## src/rtl/rv_multicycle_ctrl.sv

```systemverilog
// Multi-cycle RV32I control FSM: fetch/decode/exec/mem/wb sequencing and retired-instruction count.
// Optional illegal-instruction trap state enabled by defining RV_CTRL_TRAP_EN.
module rv_multicycle_ctrl #(
    parameter int unsigned CNT_W = 32
) (
    input  logic             clk,
    input  logic             rst,
    input  logic [6:0]       opcode,
    input  logic             mem_ready,
    input  logic             branch_taken,
    output logic             mem_req,
    output logic             mem_we,
    output logic             addr_sel,
    output logic             ir_we,
    output logic             pc_we,
    output logic             pc_src,
    output logic [1:0]       alu_a_sel,
    output logic             alu_b_sel,
    output logic [1:0]       alu_op,
    output logic             rf_we,
    output logic [1:0]       wb_sel,
    output logic [CNT_W-1:0] instret,
`ifdef RV_CTRL_TRAP_EN
    output logic             trap,
`endif
    output logic [2:0]       state_o
);

    localparam logic [6:0] OpLui    = 7'b0110111;
    localparam logic [6:0] OpAuipc  = 7'b0010111;
    localparam logic [6:0] OpJal    = 7'b1101111;
    localparam logic [6:0] OpJalr   = 7'b1100111;
    localparam logic [6:0] OpBranch = 7'b1100011;
    localparam logic [6:0] OpLoad   = 7'b0000011;
    localparam logic [6:0] OpStore  = 7'b0100011;
    localparam logic [6:0] OpOpImm  = 7'b0010011;
    localparam logic [6:0] OpOp     = 7'b0110011;

    typedef enum logic [2:0] {
        StFetch  = 3'd0,
        StDecode = 3'd1,
        StExec   = 3'd2,
        StMem    = 3'd3,
        StWb     = 3'd4
`ifdef RV_CTRL_TRAP_EN
        , StTrap = 3'd5
`endif
    } state_e;

    state_e           state_q, state_d;
    logic [CNT_W-1:0] instret_q;
    logic             retire;

    logic is_lui, is_auipc, is_jal, is_jalr, is_branch, is_load, is_store, is_opimm, is_op;
    logic legal;

    assign is_lui    = (opcode == OpLui);
    assign is_auipc  = (opcode == OpAuipc);
    assign is_jal    = (opcode == OpJal);
    assign is_jalr   = (opcode == OpJalr);
    assign is_branch = (opcode == OpBranch);
    assign is_load   = (opcode == OpLoad);
    assign is_store  = (opcode == OpStore);
    assign is_opimm  = (opcode == OpOpImm);
    assign is_op     = (opcode == OpOp);
    assign legal     = is_lui | is_auipc | is_jal | is_jalr | is_branch | is_load | is_store |
                       is_opimm | is_op;

    always_comb begin
        state_d = state_q;
        retire  = 1'b0;
        case (state_q)
            StFetch: if (mem_ready) state_d = StDecode;
            StDecode: begin
                if (legal) begin
                    state_d = StExec;
                end else begin
`ifdef RV_CTRL_TRAP_EN
                    state_d = StTrap;
`else
                    state_d = StFetch;
                    retire  = 1'b1;
`endif
                end
            end
            StExec: begin
                if (is_load || is_store) begin
                    state_d = StMem;
                end else if (is_branch || !legal) begin
                    state_d = StFetch;
                    retire  = 1'b1;
                end else begin
                    state_d = StWb;
                end
            end
            StMem: begin
                if (mem_ready) begin
                    state_d = is_store ? StFetch : StWb;
                    retire  = is_store;
                end
            end
            StWb: begin
                state_d = StFetch;
                retire  = 1'b1;
            end
`ifdef RV_CTRL_TRAP_EN
            StTrap: state_d = StTrap;
`endif
            default: state_d = StFetch;
        endcase
    end

    always_ff @(posedge clk) begin
        if (rst) begin
            state_q   <= StFetch;
            instret_q <= '0;
        end else begin
            state_q   <= state_d;
            instret_q <= retire ? instret_q + CNT_W'(1) : instret_q;
        end
    end

    // Strobes are combinational on state/opcode so reset can kill a request in the same cycle.
    always_comb begin
        mem_req   = 1'b0;
        mem_we    = 1'b0;
        addr_sel  = 1'b0;
        ir_we     = 1'b0;
        pc_we     = 1'b0;
        pc_src    = 1'b0;
        alu_a_sel = 2'd0;
        alu_b_sel = 1'b0;
        alu_op    = 2'd0;
        rf_we     = 1'b0;
        wb_sel    = 2'd0;
        if (!rst) begin
            case (state_q)
                StFetch: begin
                    mem_req = 1'b1;
                    ir_we   = mem_ready;
                    pc_we   = mem_ready;
                end
                StExec: begin
                    if (is_lui) begin
                        alu_a_sel = 2'd2;
                    end else if (is_auipc || is_jal || is_branch) begin
                        alu_a_sel = 2'd1;
                    end
                    alu_b_sel = !is_op;
                    alu_op    = (is_op || is_opimm) ? 2'd1 : 2'd0;
                    if (is_jal || is_jalr) begin
                        pc_we  = 1'b1;
                        pc_src = 1'b1;
                    end else if (is_branch) begin
                        pc_we  = branch_taken;
                        pc_src = 1'b1;
                    end
                end
                StMem: begin
                    mem_req  = 1'b1;
                    addr_sel = 1'b1;
                    mem_we   = is_store;
                end
                StWb: begin
                    rf_we = 1'b1;
                    if (is_load) begin
                        wb_sel = 2'd1;
                    end else if (is_jal || is_jalr) begin
                        wb_sel = 2'd2;
                    end
                end
                default: ;
            endcase
        end
    end

    assign instret = instret_q;
    assign state_o = state_q;
`ifdef RV_CTRL_TRAP_EN
    assign trap    = !rst && (state_q == StTrap);
`endif

endmodule

```

## config.mk

```make
export PLATFORM = sky130hd
export DESIGN_NAME = rv_multicycle_ctrl
export DESIGN_NICKNAME = d
export VERILOG_FILES = /design/src/rtl/rv_multicycle_ctrl.sv
export SDC_FILE = /design/constraint.sdc
export NUM_CORES = 1
export LEC_CHECK = 0
export CAP_MARGIN = 30
export CELL_PAD_IN_SITES_DETAIL_PLACEMENT = 1
export CELL_PAD_IN_SITES_GLOBAL_PLACEMENT = 2
export CORE_ASPECT_RATIO = 0.75
export CORE_MARGIN = 1.5
export CORE_UTILIZATION = 31
export DETAILED_ROUTE_END_ITERATION = 12
export PLACE_DENSITY = 0.94
export SKIP_CTS_REPAIR_TIMING = 1
export SYNTH_ARGS = -nofsm -noshare
export SYNTH_HDL_FRONTEND = slang
export SYNTH_SLANG_ARGS = --single-unit
```

## constraint.sdc

```tcl
create_clock -name clk -period 4 [get_ports clk]
set_input_delay 1.2 -clock clk [delete_from_list [all_inputs] [get_ports clk]]
set_output_delay 1.2 -clock clk [all_outputs]
set_load 0.05 [all_outputs]
```

# [After elaboration in Yosys (flattened, before gate mapping)]
# Index checks and enable logic that the tools add are counted.
[totals] in_bits=11 output_inout_bits=49 reg_bits=35 wordCells=80
[op_classes] n_reduce_logical=11 muxes=43 eq_ne=15 add_sub_neg=1 bitwise=8
[op_table] op="adder 32 x 1 -> 32 bit (second input constant)" n=1
[op_table] op="two-way mux 1 bit" n=27
[op_table] op="equality test 7 x 6 -> 1 bit (second input constant)" n=3
[op_table] op="equality test 7 bit (second input constant)" n=3
[op_table] op="two-way mux 2 bit" n=8
[op_table] op="two-way mux 3 bit" n=5
[op_table] op="equality test 7 x 5 -> 1 bit (second input constant)" n=2
[op_table] op="case mux 3 bit (4 select lines)" n=1
[op_table] op="bitwise OR 1 bit" n=8
[op_table] op="equality test 7 x 2 -> 1 bit (second input constant)" n=1
[op_table] op="equality test 3 x 2 -> 1 bit (second input constant)" n=2
[op_table] op="logical OR 1 bit" n=6
[op_table] op="!= test 2 bit (second input constant)" n=2
[op_table] op="case mux 1 bit (4 select lines)" n=1
[op_table] op="equality test 3 x 1 -> 1 bit (second input constant)" n=1
[op_table] op="equality test 3 bit (second input constant)" n=1
[op_table] op="logical NOT 3 bit" n=1
[op_table] op="logical NOT 1 bit" n=2
[op_table] op="case mux 1 bit (2 select lines)" n=1
[op_table] op="AND reduction 2 bit" n=1
[op_table] op="OR reduction 2 bit" n=1

# [Longest topological paths before layout]
[logic_depth] ltp_word=14 mapped_depth=8 ltp_nobuf=5

# [Worst setup path before layout]
# No wires, ideal clock.
[synth_timing] path_type="input -> output" start="input port opcode[4]" end="output port pc_we" slack_ns=-1.380 required_time_ns=2.800 stages=5 n_path_buf=1 t_arrival_ns=4.180 path_cell_list="buf_6 > nand3b_4 > nor2_1 > o211ai_1 > a2111oi_0"
[synth_via] elab_chain_cells=5 elab_cells_between_ends=8 classes_between="eq/ne: 3; mux: 4; reduce/logical: 1"
[synth_rtl] element="from (decl)" line_no="8" rtl="input logic [6:0] opcode,"
[synth_rtl] element="equality test 7 bit (on tied branches)" line_no="61, 59, 60"
[synth_rtl] element="two-way mux 1 bit / logical OR 1 bit (equally long branches)" line_no="154, 151"
[synth_rtl] element="two-way mux 1 bit *" line_no="151" rtl="if (is_jal || is_jalr) begin"
[synth_rtl] element="case mux 1 bit (2 select lines) *" line_no="137" rtl="case (state_q)"
[synth_rtl] element="two-way mux 1 bit *" line_no="136" rtl="if (!rst) begin"
[synth_rtl] element="to (decl)" line_no="15" rtl="output logic pc_we,"
# Every way passes the cells marked *; elsewhere a longest branch is shown, timed or not.

# [Final worst setup path]
[layout_timing] start="input port opcode[1]" end="output port alu_b_sel"
[layout_via] elab_chain_cells=4
[layout_rtl] element="equality test 7 x 6 -> 1 bit" line_no="65" rtl="assign is_op = (opcode == OpOp);"
[layout_rtl] element="logical NOT 1 bit" line_no="149" rtl="alu_b_sel = !is_op;"
[layout_rtl] element="two-way mux 1 bit" line_no="137"
[layout_rtl] element="two-way mux 1 bit" line_no="136"
[layout_rtl] element="to (decl)" line_no="18" rtl="output logic alu_b_sel,"
# Every way passes these cells.

==> results.toml <==
[sta]
slew_headroom = 0.570
finalMaxSlewViolations = 0
period_share = 0.973
setup_viol = 0
clock_skew_ns = 0.00251
fmaxAchievable_ghz = 0.257
tightest_slew_ns = 0.645
fin_crit_ns = 3.89
hold_violations = 0
setup_slack_ns = 0.109

[logic_synthesis]
syn-num-nets = 313
synth_area_leaders = "dfxtp_1 (29%), mux2_1 (11%), nor2b_1 (8.8%)"
synth-seq-cells = 35
ys.flop_type = "dfxtp_1"
synth_top_area_cell = "dfxtp_1"
yosysTopAreaCellShare = 0.289
yosysUniqueCellTypes = 49
netlist_area_sq_um = 2430
async_flop_share = 0
ys_top_cells_by_count = "nor2_1 (43), dfxtp_1 (35), nor2b_1 (34), a21oi_1 (25), mux2_1 (23)"
syn_inst = 301
synth_warnings = 0
synth-edff-count = 0
synth.avg_cell_area_sq_um = 8.07
synth.most_common_cell = "nor2_1"
synth_seq_area_share = 0.289

[clock_tree]
root_buffer = "clkbuf_8"
clk_latency_ns = 0.29
cts_num_sinks = 35
cts_inserted_buffers = 5
path_clk_slew_ns = 0.07
cts_max_level = 2
cts_tree = "built"
cts_max_path_buffers = 2

[place]
placedCellCount = 449
pre_cts_ws_ns = -0.00453
gp_congestion = 0.907
dp_hpwl_um = 5510
io_buffers = 58
placed_area_sq_um = 3230

[grt]
gr-total-overflow = 0
grt_pass1_vias = 2411
grt_first_pass_wirelength_um = 12200
grt_usage = 0.182
antenna_found_initial = 0
grt_max_degree = 64

[route]
antenna_left = 0
drcViolationCount = 0
drt-vias-per-instance = 5.35
first_pass_iters = 4
wirelength_um = 7490
drt_iter0_markers = 118
wl_per_cell_um = 16.4
via_count = 2445

[critical_path]
end_kind = "output pin"
worstSetupStartpoint = "opcode[1]"
cp.required_ns = 2.80
critPathKind = "primary input to output pin"
startpoint_type = "primary input"
r2r_start = "instret[8]$_SDFFE_PP0P_"
arrival_ns = 2.69
crit_fanout = 8

[layout]
fin_cells = 457
final_area_sq_um = 3360
drive_gt1_frac = 0.163
antenna_cells_inserted = 0
syn_to_final_growth_pct = 38.5
fillCellCount = 897
utilization = 0.451
seq_area_sq_um = 701
nets = 367
multiInputGateArea_sq_um = 1640

[die]
die_w_um = 105
initial_core_util = 0.325
die_h_um = 79.7
io_pins = 60
row_count = 27
dieArea_sq_um = 8380
core_sq_um = 7470

[power_and_ir_drop]
power.leakage_nw = 1.22
irDropWorstVdd_uv = 128
powerDensity_nw_per_um2 = 222

[job]
drv_cap = 0

[worst_hold_path]
worstHoldStart = "instret[31]$_SDFFE_PP0P_"
hold_class = "flip-flop to flip-flop"

[run_status]
outcome = "complete, no violations"
-- critical path, stage by stage --
cell and delay, ns:
clkdlybuf4s50_1 0.43, nand2_1 0.14, buf_4 0.19, nor4_2 0.07
a311oi_1 0.45, buf_12 0.20
-- flip-flops by register name, indices dropped and copies added (netlist names) --
name,count
instret,32
state_o,3
-- stage by stage --
| stage | hold WS [ns] | total power, mW | setup TNS, ns |
|---|---|---|---|
| 6_report | 0.566 | 0.747 | 0 |
| 5_1_grt | 0.607 | 0.781 | -0.00917 |
| 4_1_cts | 0.576 | 0.753 | -0.0258 |
| 3_5_place_dp | 0.558 | 0.463 | -0.00453 |
| 3_3_place_gp | 0.537 | 0.459 | 0 |
| 2_1_floorplan | 0.740 | 0.422 | -0.0506 |
-- metal layers --
metal  routed length, um  global-route usage  up-vias
met1                3880               0.248     1210
li1                    -                   -     1195
met3                 108              0.0294        7
met5                   0                   0        -
met4                  63              0.0370        0
met2                3430               0.306       33
-- power by group --
| group | leakage (nW) | total, mW | internal, mW | switching [mW] |
|---|---|---|---|---|
| Sequential | 0.282 | 0.353 | 0.350 | 0.00300 |
| Clock | 0.0515 | 0.289 | 0.157 | 0.132 |
| Combinational | 0.881 | 0.105 | 0.0392 | 0.0656 |
| Total | 1.22 | 0.747 | 0.547 | 0.201 |
-- cell usage in the layout, fill, tap and decap left out, drive strengths merged, types with 2 or more instances in the layout --
cell / Yosys / routed
nand2b: 4 / 4
a21oi: 25 / 25
a2111oi: 4 / 4
nand4: 17 / 17
o211ai: 2 / 2
o221a: 2 / 2
clkdlybuf4s50: 0 / 44
dfxtp: 35 / 35
mux2: 30 / 30
nand2: 15 / 15
and2: 4 / 4
and4b: 2 / 2
nor2b: 34 / 34
nor3: 8 / 8
nand3b: 2 / 2
a211oi: 3 / 3
nor2: 43 / 43
o221ai: 2 / 2
nor4: 5 / 5
and3: 6 / 6
buf: 10 / 26
and4: 2 / 2
clkbuf: 13 / 8
inv: 4 / 4
nand3: 13 / 13
o21ai: 2 / 2
-- area by class of cell --
cell class              count  share of cell area
clock buffers               8              0.0298
inverters                   4             0.00446
multi-input cells         239               0.487
flip-flops and latches     35               0.208
well taps                 101              0.0376
repair buffers             70               0.233
-- path summary, 6_finish.rpt --
kind / endpoint / slack, ns / cells after the start
max reg2reg: instret[31]$_SDFFE_PP0P_ / 1.43 / 6
min: instret[31]$_SDFFE_PP0P_ / 0.57 / 2
min reg2reg: instret[31]$_SDFFE_PP0P_ / 0.57 / 2
max: alu_b_sel / 0.11 / 6
-- logic make-up after synthesis --
kind of cell	share of synthesized area
adder cells (fa/ha/maj)	0.00515
flip-flops	0.289
AO/OA/AOI/OAI	0.153
AND/OR/NAND/NOR	0.354
multiplexers	0.139
other	0.00154
buffers and inverters	0.0587
No activity file was read; power rests on OpenSTA's default activity.
